==> src/rtl/ram_copy_dma_if.sv <==
`default_nettype none
// ============================================================================
// Module      : ram_copy_dma_if
// Description : Control and RAM-side bundle for the ram_copy_dma block-copy
//               engine. csum exists only with RAM_COPY_CHECKSUM_EN defined.
// Revision    : 1.0 - initial release
// ============================================================================
interface ram_copy_dma_if #(
  parameter int ADDR_W = 9,
  parameter int DATA_W = 16
);
  // control unit side
  logic              start;
  logic [ADDR_W-1:0] src_addr;
  logic [ADDR_W-1:0] dst_addr;
  logic [ADDR_W:0]   length;
  logic              abort;
  logic              busy;
  logic              done;
  logic              err;
  // RAM side: port 1 reads, port 2 writes
  logic              rd_en;
  logic [ADDR_W-1:0] rd_addr;
  logic [DATA_W-1:0] rd_data;
  logic              wr_en;
  logic [ADDR_W-1:0] wr_addr;
  logic [DATA_W-1:0] wr_data;
`ifdef RAM_COPY_CHECKSUM_EN
  logic [DATA_W-1:0] csum;

  modport master (
    output start, src_addr, dst_addr, length, abort, rd_data,
    input  busy, done, err, rd_en, rd_addr, wr_en, wr_addr, wr_data, csum
  );
  modport slave (
    input  start, src_addr, dst_addr, length, abort, rd_data,
    output busy, done, err, rd_en, rd_addr, wr_en, wr_addr, wr_data, csum
  );
`else
  modport master (
    output start, src_addr, dst_addr, length, abort, rd_data,
    input  busy, done, err, rd_en, rd_addr, wr_en, wr_addr, wr_data
  );
  modport slave (
    input  start, src_addr, dst_addr, length, abort, rd_data,
    output busy, done, err, rd_en, rd_addr, wr_en, wr_addr, wr_data
  );
`endif
endinterface : ram_copy_dma_if
`default_nettype wire

==> src/rtl/ram_copy_dma.sv <==
`default_nettype none
// ============================================================================
// Module      : ram_copy_dma
// Description : One-word-per-clock block copy from RAM port 1 to RAM port 2.
//               Optional write checksum enabled by macro RAM_COPY_CHECKSUM_EN.
// Revision    : 1.0 - initial release
// ============================================================================
module ram_copy_dma #(
  parameter int ADDR_W = 9,
  parameter int DATA_W = 16,
  parameter int RD_LAT = 1
) (
  input  logic           clk,
  input  logic           rst,
  ram_copy_dma_if.slave  bus
);

  typedef enum logic [2:0] {
    IDLE  = 3'd0,
    CHECK = 3'd1,
    READ  = 3'd2,
    DRAIN = 3'd3,
    FIN   = 3'd4
  } state_t;

  localparam logic [ADDR_W:0] c_MAX_LEN = {1'b1, {ADDR_W{1'b0}}};
  localparam logic [ADDR_W:0] c_LEN_ONE = {{ADDR_W{1'b0}}, 1'b1};

  state_t                        state_q, state_d;
  logic [ADDR_W-1:0]             rd_ptr_q;
  logic [ADDR_W-1:0]             wr_ptr_q;
  logic [ADDR_W:0]               rem_q;
  logic                          err_q;
  logic [RD_LAT-1:0]             pipe_vld_q;
  logic [RD_LAT-1:0][ADDR_W-1:0] pipe_addr_q;

  logic [ADDR_W-1:0] w_dist;
  logic              w_reject;
  logic              w_accept;
  logic              w_active;
  logic              w_rd_fire;
  logic              w_wr_fire;
  logic              w_pend;

  assign w_accept = (state_q == IDLE) && bus.start;
  assign w_active = (state_q == READ) || (state_q == DRAIN);

  // Pointers still hold src/dst while in CHECK, so the hazard test uses them.
  assign w_dist   = wr_ptr_q - rd_ptr_q;
  assign w_reject = (rem_q > c_MAX_LEN) ||
                    ((w_dist != '0) && ({1'b0, w_dist} < rem_q));

  // Entries that still have to travel down the pipe after this cycle.
  if (RD_LAT > 1) begin : g_pend_deep
    assign w_pend = |pipe_vld_q[RD_LAT-2:0];
  end else begin : g_pend_single
    assign w_pend = 1'b0;
  end

  always_comb begin
    state_d   = state_q;
    w_rd_fire = 1'b0;
    case (state_q)
      IDLE: begin
        if (bus.start) state_d = CHECK;
      end
      CHECK: begin
        if (w_reject || (rem_q == '0)) state_d = FIN;
        else                           state_d = READ;
      end
      READ: begin
        if (bus.abort) begin
          state_d = DRAIN;
        end else begin
          w_rd_fire = 1'b1;
          if (rem_q == c_LEN_ONE) state_d = DRAIN;
        end
      end
      DRAIN: begin
        if (!w_pend) state_d = FIN;
      end
      FIN: begin
        state_d = IDLE;
      end
      default: begin
        state_d = IDLE;
      end
    endcase
  end

  always_ff @(posedge clk) begin
    if (rst) begin
      state_q  <= IDLE;
      rd_ptr_q <= '0;
      wr_ptr_q <= '0;
      rem_q    <= '0;
      err_q    <= 1'b0;
    end else begin
      state_q <= state_d;
      if (w_accept) begin
        rd_ptr_q <= bus.src_addr;
        wr_ptr_q <= bus.dst_addr;
        rem_q    <= bus.length;
        err_q    <= 1'b0;
      end
      if ((state_q == CHECK) && w_reject) err_q <= 1'b1;
      if (w_active && bus.abort)          err_q <= 1'b1;
      if (w_rd_fire) begin
        rd_ptr_q <= rd_ptr_q + ADDR_W'(1);
        wr_ptr_q <= wr_ptr_q + ADDR_W'(1);
        rem_q    <= rem_q - c_LEN_ONE;
      end
    end
  end

  // Each read carries its destination address down a RD_LAT-deep pipe so the
  // write lines up with the cycle the RAM presents the data.
  always_ff @(posedge clk) begin
    if (rst) begin
      pipe_vld_q  <= '0;
      pipe_addr_q <= '0;
    end else begin
      pipe_vld_q[0]  <= w_rd_fire;
      pipe_addr_q[0] <= wr_ptr_q;
      for (int i = 1; i < RD_LAT; i++) begin
        pipe_vld_q[i]  <= pipe_vld_q[i-1];
        pipe_addr_q[i] <= pipe_addr_q[i-1];
      end
    end
  end

  assign w_wr_fire = w_active && pipe_vld_q[RD_LAT-1];

  assign bus.busy    = (state_q != IDLE) && (state_q != FIN);
  assign bus.done    = (state_q == FIN);
  assign bus.err     = (state_q == FIN) && err_q;
  assign bus.rd_en   = w_rd_fire;
  assign bus.rd_addr = rd_ptr_q;
  assign bus.wr_en   = w_wr_fire;
  assign bus.wr_addr = pipe_addr_q[RD_LAT-1];
  assign bus.wr_data = w_wr_fire ? bus.rd_data : '0;

`ifdef RAM_COPY_CHECKSUM_EN
  logic [DATA_W-1:0] csum_q;

  always_ff @(posedge clk) begin
    if (rst) begin
      csum_q <= '0;
    end else if (w_accept) begin
      csum_q <= '0;
    end else if (w_wr_fire) begin
      csum_q <= csum_q + bus.rd_data;
    end
  end

  assign bus.csum = csum_q;
`endif

endmodule : ram_copy_dma
`default_nettype wire

==> src/flat_wrapper.sv <==
// flat-port wrapper written by rule: the top's interface ports become plain ports
module ram_copy_dma_flat 
#(
  parameter int ADDR_W = 9,
  parameter int DATA_W = 16,
  parameter int RD_LAT = 1
)
  (clk, rst, bus_start, bus_src_addr, bus_dst_addr, bus_length, bus_abort, bus_rd_data, bus_busy, bus_done, bus_err, bus_rd_en, bus_rd_addr, bus_wr_en, bus_wr_addr, bus_wr_data);
  ram_copy_dma_if #(.ADDR_W(ADDR_W), .DATA_W(DATA_W)) bus_i ();
  input  logic clk;
  input  logic rst;
  input wire logic [$bits(bus_i.start)-1:0] bus_start;
  input wire logic [$bits(bus_i.src_addr)-1:0] bus_src_addr;
  input wire logic [$bits(bus_i.dst_addr)-1:0] bus_dst_addr;
  input wire logic [$bits(bus_i.length)-1:0] bus_length;
  input wire logic [$bits(bus_i.abort)-1:0] bus_abort;
  input wire logic [$bits(bus_i.rd_data)-1:0] bus_rd_data;
  output wire logic [$bits(bus_i.busy)-1:0] bus_busy;
  output wire logic [$bits(bus_i.done)-1:0] bus_done;
  output wire logic [$bits(bus_i.err)-1:0] bus_err;
  output wire logic [$bits(bus_i.rd_en)-1:0] bus_rd_en;
  output wire logic [$bits(bus_i.rd_addr)-1:0] bus_rd_addr;
  output wire logic [$bits(bus_i.wr_en)-1:0] bus_wr_en;
  output wire logic [$bits(bus_i.wr_addr)-1:0] bus_wr_addr;
  output wire logic [$bits(bus_i.wr_data)-1:0] bus_wr_data;
  assign bus_i.start = bus_start;
  assign bus_i.src_addr = bus_src_addr;
  assign bus_i.dst_addr = bus_dst_addr;
  assign bus_i.length = bus_length;
  assign bus_i.abort = bus_abort;
  assign bus_i.rd_data = bus_rd_data;
  assign bus_busy = bus_i.busy;
  assign bus_done = bus_i.done;
  assign bus_err = bus_i.err;
  assign bus_rd_en = bus_i.rd_en;
  assign bus_rd_addr = bus_i.rd_addr;
  assign bus_wr_en = bus_i.wr_en;
  assign bus_wr_addr = bus_i.wr_addr;
  assign bus_wr_data = bus_i.wr_data;
  ram_copy_dma #(.ADDR_W(ADDR_W), .DATA_W(DATA_W), .RD_LAT(RD_LAT)) u_core (.clk(clk), .rst(rst), .bus(bus_i));
endmodule
==> config.mk <==
export PLATFORM = sky130hd
export DESIGN_NAME = ram_copy_dma_flat
export DESIGN_NICKNAME = d
export VERILOG_FILES = /design/src/rtl/ram_copy_dma_if.sv /design/src/rtl/ram_copy_dma.sv /design/src/flat_wrapper.sv
export SDC_FILE = /design/constraint.sdc
export NUM_CORES = 1
export LEC_CHECK = 0
export ABC_AREA = 1
export BUFFER_PORTS_ARGS = -buffer_cell sky130_fd_sc_hd__buf_4
export CAP_MARGIN = 20
export CORE_MARGIN = 2
export CORE_UTILIZATION = 35
export DETAILED_ROUTE_END_ITERATION = 10
export SYNTH_ARGS = -nofsm -noshare
export SYNTH_HDL_FRONTEND = slang
export SYNTH_SLANG_ARGS = --single-unit
==> constraint.sdc <==
create_clock -name clk -period 3.45 [get_ports clk]
set_input_delay 0.8625 -clock clk [delete_from_list [all_inputs] [get_ports clk]]
set_output_delay 0.8625 -clock clk [all_outputs]
set_load 0.02 [all_outputs]
Word level (Yosys, flattened, before mapping)
Cells that the tools add are included.
Storage, ports and cells
  register bits: 42
  input port bits: 48
  word-level logic and storage cells: 55
Operators by class
  add/sub/neg operators: 4
  $lt $le $gt $ge: 2
  equality and inequality tests: 8
  muxes and demuxes: 17
  reductions and logical operators: 17
Operators with widths (count)
  9-bit 2-to-1 mux: 4
  10-bit 2-to-1 mux: 2
  9-bit by 1-bit adder with 9-bit output (second input constant): 2
  16-bit 2-to-1 mux: 1
  3-bit 2-to-1 mux: 4
  3-bit case mux with 4 select lines: 1
  10-bit by 1-bit == test with 1-bit output (second input constant): 1
  10-bit greater-than comparator (second input constant): 1
  10-bit logical NOT: 1
  9-bit by 10-bit < comparator with 1-bit output: 1
  10-bit by 1-bit subtractor with 10-bit output (second input constant): 1
  9-bit nonzero test: 1
  9-bit subtractor: 1
  1-bit logical AND: 7
  3-bit by 2-bit == test with 1-bit output (second input constant): 2
  3-bit != test (second input constant): 2
  3-bit nonzero test: 2
  1-bit 2-to-1 mux: 5
  3-bit by 1-bit == test with 1-bit output (second input constant): 1
  3-bit == test (second input constant): 1
  3-bit logical NOT: 1
  1-bit logical OR: 3
  2-bit != test (second input constant): 1
  2-bit AND reduction: 1
  2-bit nonzero test: 1

Logic depth before layout (Yosys ltp)
Gate-level depths: netlist (run 1).
  word-level depth: 7
  mapped depth: 21
  depth with buffers taken out: 21

Least setup slack after synthesis (run 1)
No wires, ideal clock.
  path type: reg-to-reg
  from: reg u_core.rd_ptr_q[0] (netlist: u_core.bus.rd_addr[0])
  to: reg u_core.state_q[2]
  data arrival time: 2.456 ns
  data required time: 3.322 ns
  slack: 0.866 ns
  stages on the path, launching flop included: 19
  buffers on the path: 0
  cell sequence: dfxtp_1 ha_1 fa_1 inv_1 nand2_1 nand2_1 nand3_1 nand2_1 nand2_1 nand2_1 inv_1 ha_1 nand4_1 nor4_1 nor2_1 nand2_1 nand4_1 nand2_1 nor2_1
On the way
  longest elaborated chain between the ends: 7
Ends and longest elaborated chain
  start: declaration: line ram_copy_dma.sv:30  | logic [ADDR_W-1:0] rd_ptr_q;
  start signal: assignment: line ram_copy_dma.sv:101  | rd_ptr_q <= bus.src_addr;
  start signal: assignment: line ram_copy_dma.sv:109  | rd_ptr_q <= rd_ptr_q + ADDR_W'(1);
  9-bit subtractor *: line ram_copy_dma.sv:49  | assign w_dist = wr_ptr_q - rd_ptr_q;
  9-bit by 10-bit < comparator with 1-bit output or 9-bit nonzero test (tied branches): line ram_copy_dma.sv:51  | ((w_dist != '0) && ({1'b0, w_dist} < rem_q));
  1-bit logical AND *: line ram_copy_dma.sv:51
  1-bit logical OR *: line ram_copy_dma.sv:50  | assign w_reject = (rem_q > c_MAX_LEN) ||
  1-bit logical OR *: line ram_copy_dma.sv:68  | if (w_reject || (rem_q == '0)) state_d = FIN;
  3-bit 2-to-1 mux *: line ram_copy_dma.sv:68
  3-bit case mux with 4 select lines *: line ram_copy_dma.sv:63  | case (state_q)
  end signal: assignment: line ram_copy_dma.sv:99  | state_q <= state_d;
  end: declaration: line ram_copy_dma.sv:29  | state_t state_q, state_d;
Every way passes the cells marked *; elsewhere a longest branch is shown, timed or not.
A chain may end at the register's enable or synchronous reset.

Worst setup path in the final report (run 1)
  from: reg u_core.wr_ptr_q[0]
  to: reg u_core.state_q[2]
On the way
  longest elaborated chain between the ends: 7
Ends and longest elaborated chain
  start: declaration: line ram_copy_dma.sv:31  | logic [ADDR_W-1:0] wr_ptr_q;
  start signal: assignment: line ram_copy_dma.sv:102  | wr_ptr_q <= bus.dst_addr;
  start signal: assignment: line ram_copy_dma.sv:110  | wr_ptr_q <= wr_ptr_q + ADDR_W'(1);
  9-bit subtractor *: line ram_copy_dma.sv:49
  9-bit by 10-bit < comparator with 1-bit output or 9-bit nonzero test (tied branches): line ram_copy_dma.sv:51
  1-bit logical AND *: line ram_copy_dma.sv:51
  1-bit logical OR *: line ram_copy_dma.sv:50
  1-bit logical OR *: line ram_copy_dma.sv:68
  3-bit 2-to-1 mux *: line ram_copy_dma.sv:68
  3-bit case mux with 4 select lines *: line ram_copy_dma.sv:63
Marked as above.

==> metrics.md, run 1 <==
| Metric | Value |
|---|---|
| Postcts setup bufs | `0` |
| Gr ovfl total | `0` |
| Synth cell types | `42` |
| Final nets | `592` |
| Die Y | `96.03 microns` |
| Maximum VDD drop | `0.3335 mV` |
| Setup violations, final | `0` |
| Fmax | `357.3 MHz` |
| Cells on Worst Hold Path | `2` |
| Post-DR vias/cell | `4.879` |
| Core ar. | `8217 sq um` |
| I/O pin total | `87` |
| CTS max path bufs | `2` |
| Total CTS buffers | `5` |
| WP data arrival | `2.98 ns` |
| Fin crit share | `81.12%` |
| LEAKAGE | `1.845 nW` |
| First-iteration detailed-routing DRC count | `118` |
| Register area share after synthesis | `28.37%` |
| CP Launch Type | `flop` |
| Layout cell share with drive strength beyond 1 | `21.46%` |
| Unrepaired setup endpoints after global routing | `no` |
| Critical register-to-register path startpoint | `u_core.wr_ptr_q[0]` |
| Layout area overhead | `26.21%` |
| Max-cap violations | `0` |
| GP Congestion | `0.8248` |
| Pre-Repair DR Iteration Count | `4` |
| Synth Cell Area | `2964 sq um` |
| Async set-reset flop share out of synthesis | `0%` |
| Post-DP HPWL | `6.729 mm` |
| R2R setup slack | `0.65 ns` |
| CTS tree | `done` |
| Inserted Diodes | `0` |
| Top FF cell, synth | `dfxtp_1` |
| Tmin final | `2.799 ns` |
| DRC | `0` |
| Worst flop-to-flop path endpoint | `u_core.state_q[2]` |
| Vias in the first global route | `2835` |
| CTS root buf | `clkbuf_8` |
| WP data required | `3.63 ns` |
| Class of the most critical setup path | `flop to flop` |
| Yosys warns | `0` |
| Die width | `96.03 microns` |
| Power Dens Cells | `822.7 nW/um^2` |
| Largest net degree at the start of global routing | `30` |
| Clock Pin Slew Worst Setup and Hold Paths | `0.09 ns` |
| Die area | `9221 sq um` |
| GRT Resource Usage Total | `19.33%` |
| PortBufs | `86` |
| Yosys reg bits | `42` |
| Post-detailed-route count of antenna-violating nets | `0` |
| CP endpoint kind | `flop` |
| Min-delay src | `u_core.wr_ptr_q[8]` |
| Clock latency on the worst-skew pair | `0.30 ns` |
| DRT Wirelength | `8.816 mm` |
| H-tree levels | `2` |
| Max-slew headroom at the worst pin | `61.85%` |
| Initial antenna violation count | `0` |
| HP Class | `flop to flop` |
| Clock sinks | `42` |
| Num rows | `33` |
| Worst Skew | `0.007206 ns` |
| Worst-case reg-to-reg path depth | `19` |
| Final Hold Fails | `0` |
| Fin Setup TNS | `0 ns` |
| Global-route wire length before repair | `13.85 mm` |
| Syn nets | `512` |
| Crit-path max FO | `5` |
| Hold buffer count at CTS | `0` |
| Average wire per standard cell | `14.06 microns` |
| Final Core Density | `45.53%` |
| Hold Crit Endpoint | `u_core.bus.wr_addr[8]` |
| Post-cts resize count | `0` |
| Outcome | `complete, no violations` |
| Final max-slew violation count | `0` |
| Slew @ Worst Pin | `0.5706 ns` |
| Syn avg cell area | `6.706 sq um` |
| Initial Util | `36.07%` |
| Post-synth EDFFs | `0` |
| Via count | `3059` |
| Gate Count Post-Synth | `442` |
## power by group
part           total, mW  internal (mW)  switching [mW]
logic               2.00          0.758            1.24
registers          0.760          0.626           0.134
clock network      0.316          0.136           0.179
## how the worst max path moves through the flow
stage | cells past startpoint | slack, ns | end | start
5_1_grt | 18 | 0.32 | u_core.state_q[1] | u_core.wr_ptr_q[0]
2_1_floorplan | 18 | 0.87 | u_core.state_q[2] | u_core.bus.rd_addr[0]
3_3_place_gp | 19 | 0.74 | u_core.state_q[2] | u_core.wr_ptr_q[0]
6_report | 19 | 0.65 | u_core.state_q[2] | u_core.wr_ptr_q[0]
3_5_place_dp | 19 | 0.67 | u_core.state_q[2] | u_core.wr_ptr_q[0]
4_1_cts | 19 | 0.66 | u_core.state_q[2] | u_core.wr_ptr_q[0]
## layout by cell type (no fill, tap or decap), drive strengths merged, types with 9 or more instances in the layout
| cell | count |
|---|---|
| buf | 87 |
| dfxtp | 42 |
| a21oi | 22 |
| ha | 21 |
| o211ai | 10 |
| nand3 | 24 |
| xor2 | 9 |
| o21ai | 24 |
| nand2 | 93 |
| inv | 78 |
| nor2 | 61 |
## routing by layer
layer / wire length, microns / track usage [%] / vias to the layer above
li1: - / - / 1595
met5: 0 / 0 / -
met3: 755 / 3.915 / 9
met1: 3649 / 23.01 / 1348
met4: 94 / 4.643 / 0
met2: 4316 / 35.30 / 107
## cell usage after synthesis (2+ instances only)
| cell type | n | share of area (%) |
|---|---|---|
| inv_2 | 4 | 0.51 |
| or2_1 | 2 | 0.42 |
| nand3_1 | 22 | 3.7 |
| o21ai_1 | 6 | 1.0 |
| o21ai_0 | 18 | 3.0 |
| nor2_2 | 3 | 0.63 |
| buf_2 | 3 | 0.51 |
| o31ai_1 | 2 | 0.51 |
| buf_6 | 3 | 1.1 |
| a32oi_1 | 2 | 0.59 |
| a211oi_1 | 2 | 0.51 |
| dfxtp_1 | 42 | 28 |
| ha_1 | 21 | 8.9 |
| o221ai_1 | 2 | 0.59 |
| buf_4 | 2 | 0.51 |
| nand2_1 | 92 | 12 |
| xor2_1 | 9 | 2.7 |
| clkbuf_1 | 6 | 0.76 |
| o221ai_2 | 4 | 2.0 |
| o211ai_1 | 10 | 2.5 |
| a21oi_1 | 21 | 3.5 |
| inv_1 | 73 | 9.2 |
| o22ai_1 | 2 | 0.42 |
| nand3_2 | 2 | 0.68 |
| a31oi_1 | 4 | 0.84 |
| nor3_1 | 7 | 1.2 |
| nand4_1 | 7 | 1.5 |
| nor2_1 | 57 | 7.2 |
## flip-flops by register name, summed over array words and instances, names as in the netlist
signal              flops
u_core.rem_q           10
u_core.bus.rd_addr      9
u_core.bus.wr_addr      9
u_core.wr_ptr_q         9
u_core.state_q          3
u_core.err_q            1
u_core.pipe_vld_q       1
## final cells by class
class                   instances  area, sq um
multi-input cells             308         1742
fillers                       835         4476
clock buffers                   5        68.82
well taps                     105        131.4
inverters                      78        295.3
clock inverters                 2        10.01
flip-flops and latches         42        840.8
repair buffers                 87        653.1
## stage by stage
step | total power, mW | std cells | hold slack [ns] | cell area [sq um] | setup slack, ns
6_report | 3.078 | 627 | 0.4837 | 3741 | 0.6514
4_1_cts | 3.101 | 627 | 0.4867 | 3741 | 0.6615
3_5_place_dp | 2.773 | 620 | 0.4686 | 3662 | 0.6749
3_3_place_gp | 2.724 | 620 | 0.4690 | 3662 | 0.7370
5_1_grt | 3.420 | 627 | 0.5326 | 3741 | 0.3238
2_1_floorplan | 2.283 | 442 | 0.4502 | 2964 | 0.8660
## worst max-delay path, stage by stage (launching register included)
cell,delay (ns)
dfxtp_1,0.37
inv_1,0.12
ha_1,0.21
fa_1,0.39
inv_1,0.09
nand2_1,0.05
nand2_1,0.11
nand3_1,0.10
nand2_1,0.08
nand2_1,0.04
nand2_1,0.07
inv_1,0.04
ha_1,0.28
nand4_1,0.12
nor4_1,0.24
nor2_1,0.08
nand2_1,0.10
nand4_1,0.08
nand2_1,0.07
nor2_1,0.03
## cells by family (layout without fill, tap and decap cells)
logic type / after synthesis / after routing / synth area share (%)
xor gates and xnor gates: 10 / 10 / 2.955
buffers and inverters: 92 / 172 / 12.87
DFF: 42 / 42 / 28.37
AOI/OAI and AO/OA: 79 / 79 / 17.52
and+or+nand+nor: 197 / 197 / 28.75
adders and majority gates: 22 / 22 / 9.540
No activity file was read; power rests on OpenSTA's default activity.
==> run 2, diff against run 1 <==
- clock period: 3.45 -> 2.94 ns (I/O delays scaled with it)
==> metrics.md, run 2 (synthesized netlist as in run 1, its figures left out) <==
| Metric | Value |
|---|---|
| Outcome | `complete, no violations` |
| Leading cell type in the layout, fill and taps excluded | `nand2_1` |
| Worst path bufs/invs | `2` |
| Pre-Repair DR Iteration Count | `4` |
| Initial Util | `36.07%` |
| Num rows | `33` |
| Sequential share of power | `24.0%` |
| Internal cell power | `1.890 mW` |
| CP Launch Type | `flop` |
| Global-route wire length before repair | `13.78 mm` |
| Largest net degree at the start of global routing | `30` |
| Setup violations, final | `0` |
| Fin cells | `629` |
| Crit-path max FO | `7` |
| Average wire per standard cell | `13.96 microns` |
| Largest delay share family, worst path | `simple AND/OR/NAND/NOR gates` |
| Via count | `3073` |
| Most frequent cells in the layout | `nand2_1, buf_4, inv_1` |
| GP Congestion | `0.8568` |
| Final Hold Fails | `0` |
| Die area | `9221 sq um` |
| Slowest stage delay, CP | `0.38 ns` |
| Largest register FFs | `10` |
| Clock latency on the worst-skew pair | `0.30 ns` |
| Cell breakdown of the critical path | `ha_1 > fa_2 > inv_1 > nand2_1 > nand2_2 > nand3_1 > nand2_1 > nand2_1 > nand2_1 > inv_1 > ha_1 > nand4_1 > nor4_2 > nor2_1 > nand2_1 > nand4_1 > a21oi_1` |
| CTS max path bufs | `2` |
| Logic gate share of total power | `63.5%` |
| Final max-slew violation count | `0` |
| WP data arrival | `2.90 ns` |
| Slew @ Worst Pin | `0.5879 ns` |
| CTS tree | `done` |
| CP most frequent cell | `nand2_1` |
| Die width | `96.03 microns` |
| P_sw | `1.852 mW` |
| Placed Instances | `621` |
| Critical-path top delay cell | `dfxtp_1` |
| Critical register-to-register path startpoint | `u_core.bus.rd_addr[0]` |
| Crit path capture | `u_core.state_q[1]` |
| Most flops, register | `u_core.rem_q` |
| Inserted Diodes | `0` |
| Post-DR vias/cell | `4.886` |
| Fmax | `374.6 MHz` |
| Total CTS buffers | `5` |
| Placed inst area | `3670 sq um` |
| Switching part of the total power | `49.49%` |
| PortBufs | `86` |
| Core ar. | `8217 sq um` |
| HP Class | `flop to flop` |
| H-tree levels | `2` |
| Final nets | `593` |
| LEAKAGE | `1.857 nW` |
| Max-cap violations | `0` |
| Fin Setup TNS | `0 ns` |
| Final Cell Area | `3795 sq um` |
| DRC | `0` |
| GRT Resource Usage Total | `19.40%` |
| CP endpoint kind | `flop` |
| Initial antenna violation count | `0` |
| CTS root buf | `clkbuf_8` |
| CP Depth | `17` |
| DRT Wirelength | `8.779 mm` |
| Max-slew headroom at the worst pin | `60.69%` |
| Worst Skew | `0.007927 ns` |
| Post-detailed-route count of antenna-violating nets | `0` |
| Unrepaired setup endpoints after global routing | `no` |
| Post-DP HPWL | `6.773 mm` |
| Clock share of power | `12.5%` |
| Die Y | `96.03 microns` |
| Class of the most critical setup path | `flop to flop` |
| Tmin final | `2.670 ns` |
| First-iteration detailed-routing DRC count | `93` |
| Final worst slack | `0.2702 ns` |
| Vias in the first global route | `2924` |
| I/O pin total | `87` |
| Postcts setup bufs | `0` |
| Setup WS pre-CTS | `0.1725 ns` |
| Power Total | `3.742 mW` |
| Maximum VDD drop | `0.3345 mV` |
| WP data required | `3.17 ns` |
| Layout area overhead | `28.03%` |
| Fin crit share | `90.81%` |
| Worst flop-to-flop path endpoint | `u_core.state_q[1]` |
| Power Dens Cells | `986.1 nW/um^2` |
| Clock Pin Slew Worst Setup and Hold Paths | `0.09 ns` |
| R2R setup slack | `0.27 ns` |
| Clock sinks | `42` |
| Layout cell share with drive strength beyond 1 | `22.52%` |
| Gr ovfl total | `0` |
| Setup crit start | `u_core.bus.rd_addr[0]` |
| Worst-case reg-to-reg path depth | `17` |
[run 2: changes by cell type in the layout (fill, tap and decap cells not counted), sizes merged]
cell,change
buf,+1
bufinv,+1
clkbuf,+1
clkinv,-2
clkinvlp,+1
[run 2: worst register-to-register path, delay by kind of cell (launching register included)]
| family | cells | cell delay [ns] |
|---|---|---|
| simple gates | 11 | 1.08 |
| fa+ha+maj | 3 | 0.87 |
| flops | 1 | 0.38 |
| compound gates | 1 | 0.14 |
| buf+inv | 2 | 0.13 |
[run 2: power groups by stage]
stage          clock network, mW  registers [mW]  logic (mW)
4_1_cts                    0.476           0.893        2.36
6_report                   0.467           0.897        2.38
3_3_place_gp                   0           0.901        2.31
5_1_grt                    0.495           0.924        2.69
3_5_place_dp                   0           0.904        2.35
2_1_floorplan                  0           0.938        1.74
[run 2: worst min-delay path by stage]
stage | start | to | slack, ns | cells past startpoint
detailed placement | u_core.wr_ptr_q[8] | u_core.bus.wr_addr[8] | 0.47 | 2
CTS | u_core.wr_ptr_q[8] | u_core.bus.wr_addr[8] | 0.48 | 2
floorplan | u_core.wr_ptr_q[8] | u_core.bus.wr_addr[8] | 0.45 | 2
global placement | u_core.wr_ptr_q[8] | u_core.bus.wr_addr[8] | 0.47 | 2
global route | u_core.rem_q[7] | u_core.rem_q[7] | 0.52 | 2
finish | u_core.wr_ptr_q[8] | u_core.bus.wr_addr[8] | 0.49 | 2
[run 2: per-stage QoR]
step / hold WS, ns / utilization (%)
5_1_grt: 0.5241 / 46.19
4_1_cts: 0.4831 / 46.00
3_5_place_dp: 0.4650 / 44.66
6_report: 0.4878 / 46.19
3_3_place_gp: 0.4673 / 44.66
2_1_floorplan: 0.4502 / -
[run 2: repair_timing]
item                       CTS  global route
resized for setup            0             6
hold buffers                 0             0
setup endpoints to repair    0             3
[run 2: final cells by class]
class | count | area [sq um]
Fill cell | 870 | 4422
Multi-Input combinational cell | 308 | 1753
Sequential cell | 42 | 844.6
Timing Repair Buffer | 88 | 660.6
Inverter | 78 | 295.3
Tap cell | 105 | 131.4
Clock buffer | 6 | 72.57
Clock inverter | 2 | 37.54
[run 2: routing by layer]
metal,vias to the layer above,track usage (%),routed length [microns]
met5,-,0,0
li1,1595,-,-
met4,0,6.667,185
met1,1366,22.24,3696
met3,13,4.777,674
met2,99,34.84,4223
==> run 3, diff against run 2 <==
- CELL_PAD_IN_SITES_DETAIL_PLACEMENT: default -> 1
- CELL_PAD_IN_SITES_GLOBAL_PLACEMENT: default -> 2
- CORE_UTILIZATION: 35 -> 27
- PLACE_DENSITY_LB_ADDON: default -> 0.1
==> metrics.md, run 3 (synthesized netlist as in run 1, its figures left out) <==
| Metric | Value |
|---|---|
| Cell breakdown of the critical path | `inv_2 > ha_2 > fa_2 > inv_1 > nand2_1 > nand2_2 > nand3_2 > nand2_1 > nand2_1 > nand2_1 > inv_1 > ha_1 > nand4_1 > nor4_1 > nor2_1 > nand2_1 > nand4_1 > nand2_1 > nor2_1` |
| Via count | `3135` |
| PortBufs | `86` |
| CP Launch Type | `flop` |
| Clock Pin Slew Worst Setup and Hold Paths | `0.09 ns` |
| Inserted Diodes | `0` |
| Die Y | `108.8 microns` |
| Largest delay share family, worst path | `simple AND/OR/NAND/NOR gates` |
| Max-cap violations | `0` |
| Most flops, register | `u_core.rem_q` |
| Layout area overhead | `30.14%` |
| Most frequent cells in the layout | `nand2_1, buf_4, inv_1` |
| Hold buffer count at CTS | `0` |
| Sequential share of power | `23.5%` |
| Power Dens Cells | `988.7 nW/um^2` |
| Initial antenna violation count | `0` |
| Slew @ Worst Pin | `0.6119 ns` |
| Layout cell share with drive strength beyond 1 | `24.10%` |
| Final worst slack | `0.2439 ns` |
| WP data required | `3.12 ns` |
| Core ar. | `10790 sq um` |
| Setup WS pre-CTS | `-0.001092 ns` |
| Gr ovfl total | `0` |
| Placed inst area | `3721 sq um` |
| Class of the most critical setup path | `flop to flop` |
| CTS tree | `done` |
| Maximum VDD drop | `0.3150 mV` |
| Fill count | `1383` |
| Largest register FFs | `10` |
| CP Depth | `19` |
| Post-detailed-route count of antenna-violating nets | `0` |
| HP Class | `flop to flop` |
| Final Cell Area | `3857 sq um` |
| Die area | `11830 sq um` |
| CTS root buf | `clkbuf_8` |
| Outcome | `complete, no violations` |
| Worst-case reg-to-reg path depth | `19` |
| Critical register-to-register path startpoint | `u_core.wr_ptr_q[0]` |
| Total CTS buffers | `5` |
| Setup crit start | `u_core.wr_ptr_q[0]` |
| Post-DP HPWL | `7.912 mm` |
| Clock sinks | `42` |
| Slowest stage delay, CP | `0.36 ns` |
| CP most frequent cell | `nand2_1` |
| H-tree levels | `2` |
| Tmin final | `2.696 ns` |
| Num rows | `38` |
| Logic gate share of total power | `65.5%` |
| Largest net degree at the start of global routing | `30` |
| Crit-path max FO | `5` |
| Vias in the first global route | `3236` |
| Clock share of power | `11.0%` |
| Crit path capture | `u_core.state_q[2]` |
| Die width | `108.8 microns` |
| P_sw | `1.944 mW` |
| Switching part of the total power | `50.97%` |
| LEAKAGE | `1.866 nW` |
| Worst Skew | `0.01576 ns` |
| Internal cell power | `1.870 mW` |
| First-iteration detailed-routing DRC count | `79` |
| Unrepaired setup endpoints after global routing | `no` |
| WP data arrival | `2.88 ns` |
| R2R setup slack | `0.24 ns` |
| Initial Util | `27.46%` |
| GP Congestion | `0.8337` |
| Final max-slew violation count | `0` |
| Cells on Worst Hold Path | `2` |
| CP endpoint kind | `flop` |
| Post-DR vias/cell | `4.700` |
| CTS max path bufs | `2` |
| FF+latch area | `845.8 sq um` |
| Global-route wire length before repair | `16.19 mm` |
| Final Hold Fails | `0` |
| Fin crit share | `91.70%` |
| Fmax | `370.9 MHz` |
| Average wire per standard cell | `15.14 microns` |
| Multi-input logic area | `1763 sq um` |
| GRT Resource Usage Total | `17.91%` |
| Pre-Repair DR Iteration Count | `4` |
| Worst flop-to-flop path endpoint | `u_core.state_q[2]` |
| DRT Wirelength | `10.10 mm` |
| Clock latency on the worst-skew pair | `0.31 ns` |
| Setup violations, final | `0` |
| I/O pin total | `87` |
| Max-slew headroom at the worst pin | `59.10%` |
| DRC | `0` |
| Critical-path top delay cell | `dfxtp_4` |
| Worst path bufs/invs | `3` |
| Final nets | `596` |
## run 3: final cells by class
cell class	count	share of cell area [%]
clock buffers	6	2.141
clock inverters	2	0.3244
inverters	78	7.655
multi-input cells	308	45.70
flip-flops and latches	42	21.93
well taps	140	4.541
repair buffers	91	17.71
## run 3: per-layer routing
metal | global-route usage, % | wire (microns)
met2 | 29.64 | 4530
met4 | 4.212 | 86
met1 | 23.95 | 5068
met5 | 0 | 0
met3 | 3.586 | 416
## run 3: timing repair
item | in CTS | in global routing
resized for setup | 1 | 10
endpoints found under the setup margin | 1 | 3
pin swaps | 0 | 5
setup buffers | 0 | 2
## run 3: worst reg2reg max path: stages (launching register included)
cell	delay (ns)
dfxtp_4	0.36
inv_2	0.06
ha_2	0.17
fa_2	0.36
inv_1	0.08
nand2_1	0.06
nand2_2	0.10
nand3_2	0.07
nand2_1	0.07
nand2_1	0.04
nand2_1	0.07
inv_1	0.04
ha_1	0.29
nand4_1	0.11
nor4_1	0.29
nor2_1	0.08
nand2_1	0.10
nand4_1	0.10
nand2_1	0.08
nor2_1	0.04
## run 3: how the worst min path moves through the flow
stage / to / from
3_3_place_gp: u_core.rem_q[7] / u_core.rem_q[7]
6_report: u_core.rem_q[7] / u_core.rem_q[7]
3_5_place_dp: u_core.rem_q[7] / u_core.rem_q[7]
2_1_floorplan: u_core.bus.wr_addr[8] / u_core.wr_ptr_q[8]
4_1_cts: u_core.rem_q[7] / u_core.rem_q[7]
5_1_grt: u_core.wr_ptr_q[0] / u_core.wr_ptr_q[0]
## run 3: stage by stage
stage | util, % | setup TNS [ns] | std cells | hold slack (ns) | total power, mW
6_report | 35.74 | 0 | 667 | 0.4898 | 3.814
3_5_place_dp | 34.48 | -0.001092 | 657 | 0.4838 | 3.369
2_1_floorplan | - | 0 | 442 | 0.4502 | 2.679
3_3_place_gp | 34.48 | 0 | 657 | 0.4667 | 3.308
5_1_grt | 35.74 | 0 | 667 | 0.5074 | 4.278
4_1_cts | 35.37 | 0 | 665 | 0.4957 | 3.808
## run 3: power groups by stage
stage	Clock, mW	Combinational [mW]	Sequential (mW)
floorplan	0	1.74	0.938
global placement	0	2.40	0.903
detailed placement	0	2.46	0.905
CTS	0.437	2.48	0.895
global route	0.460	2.89	0.925
finish	0.421	2.50	0.896
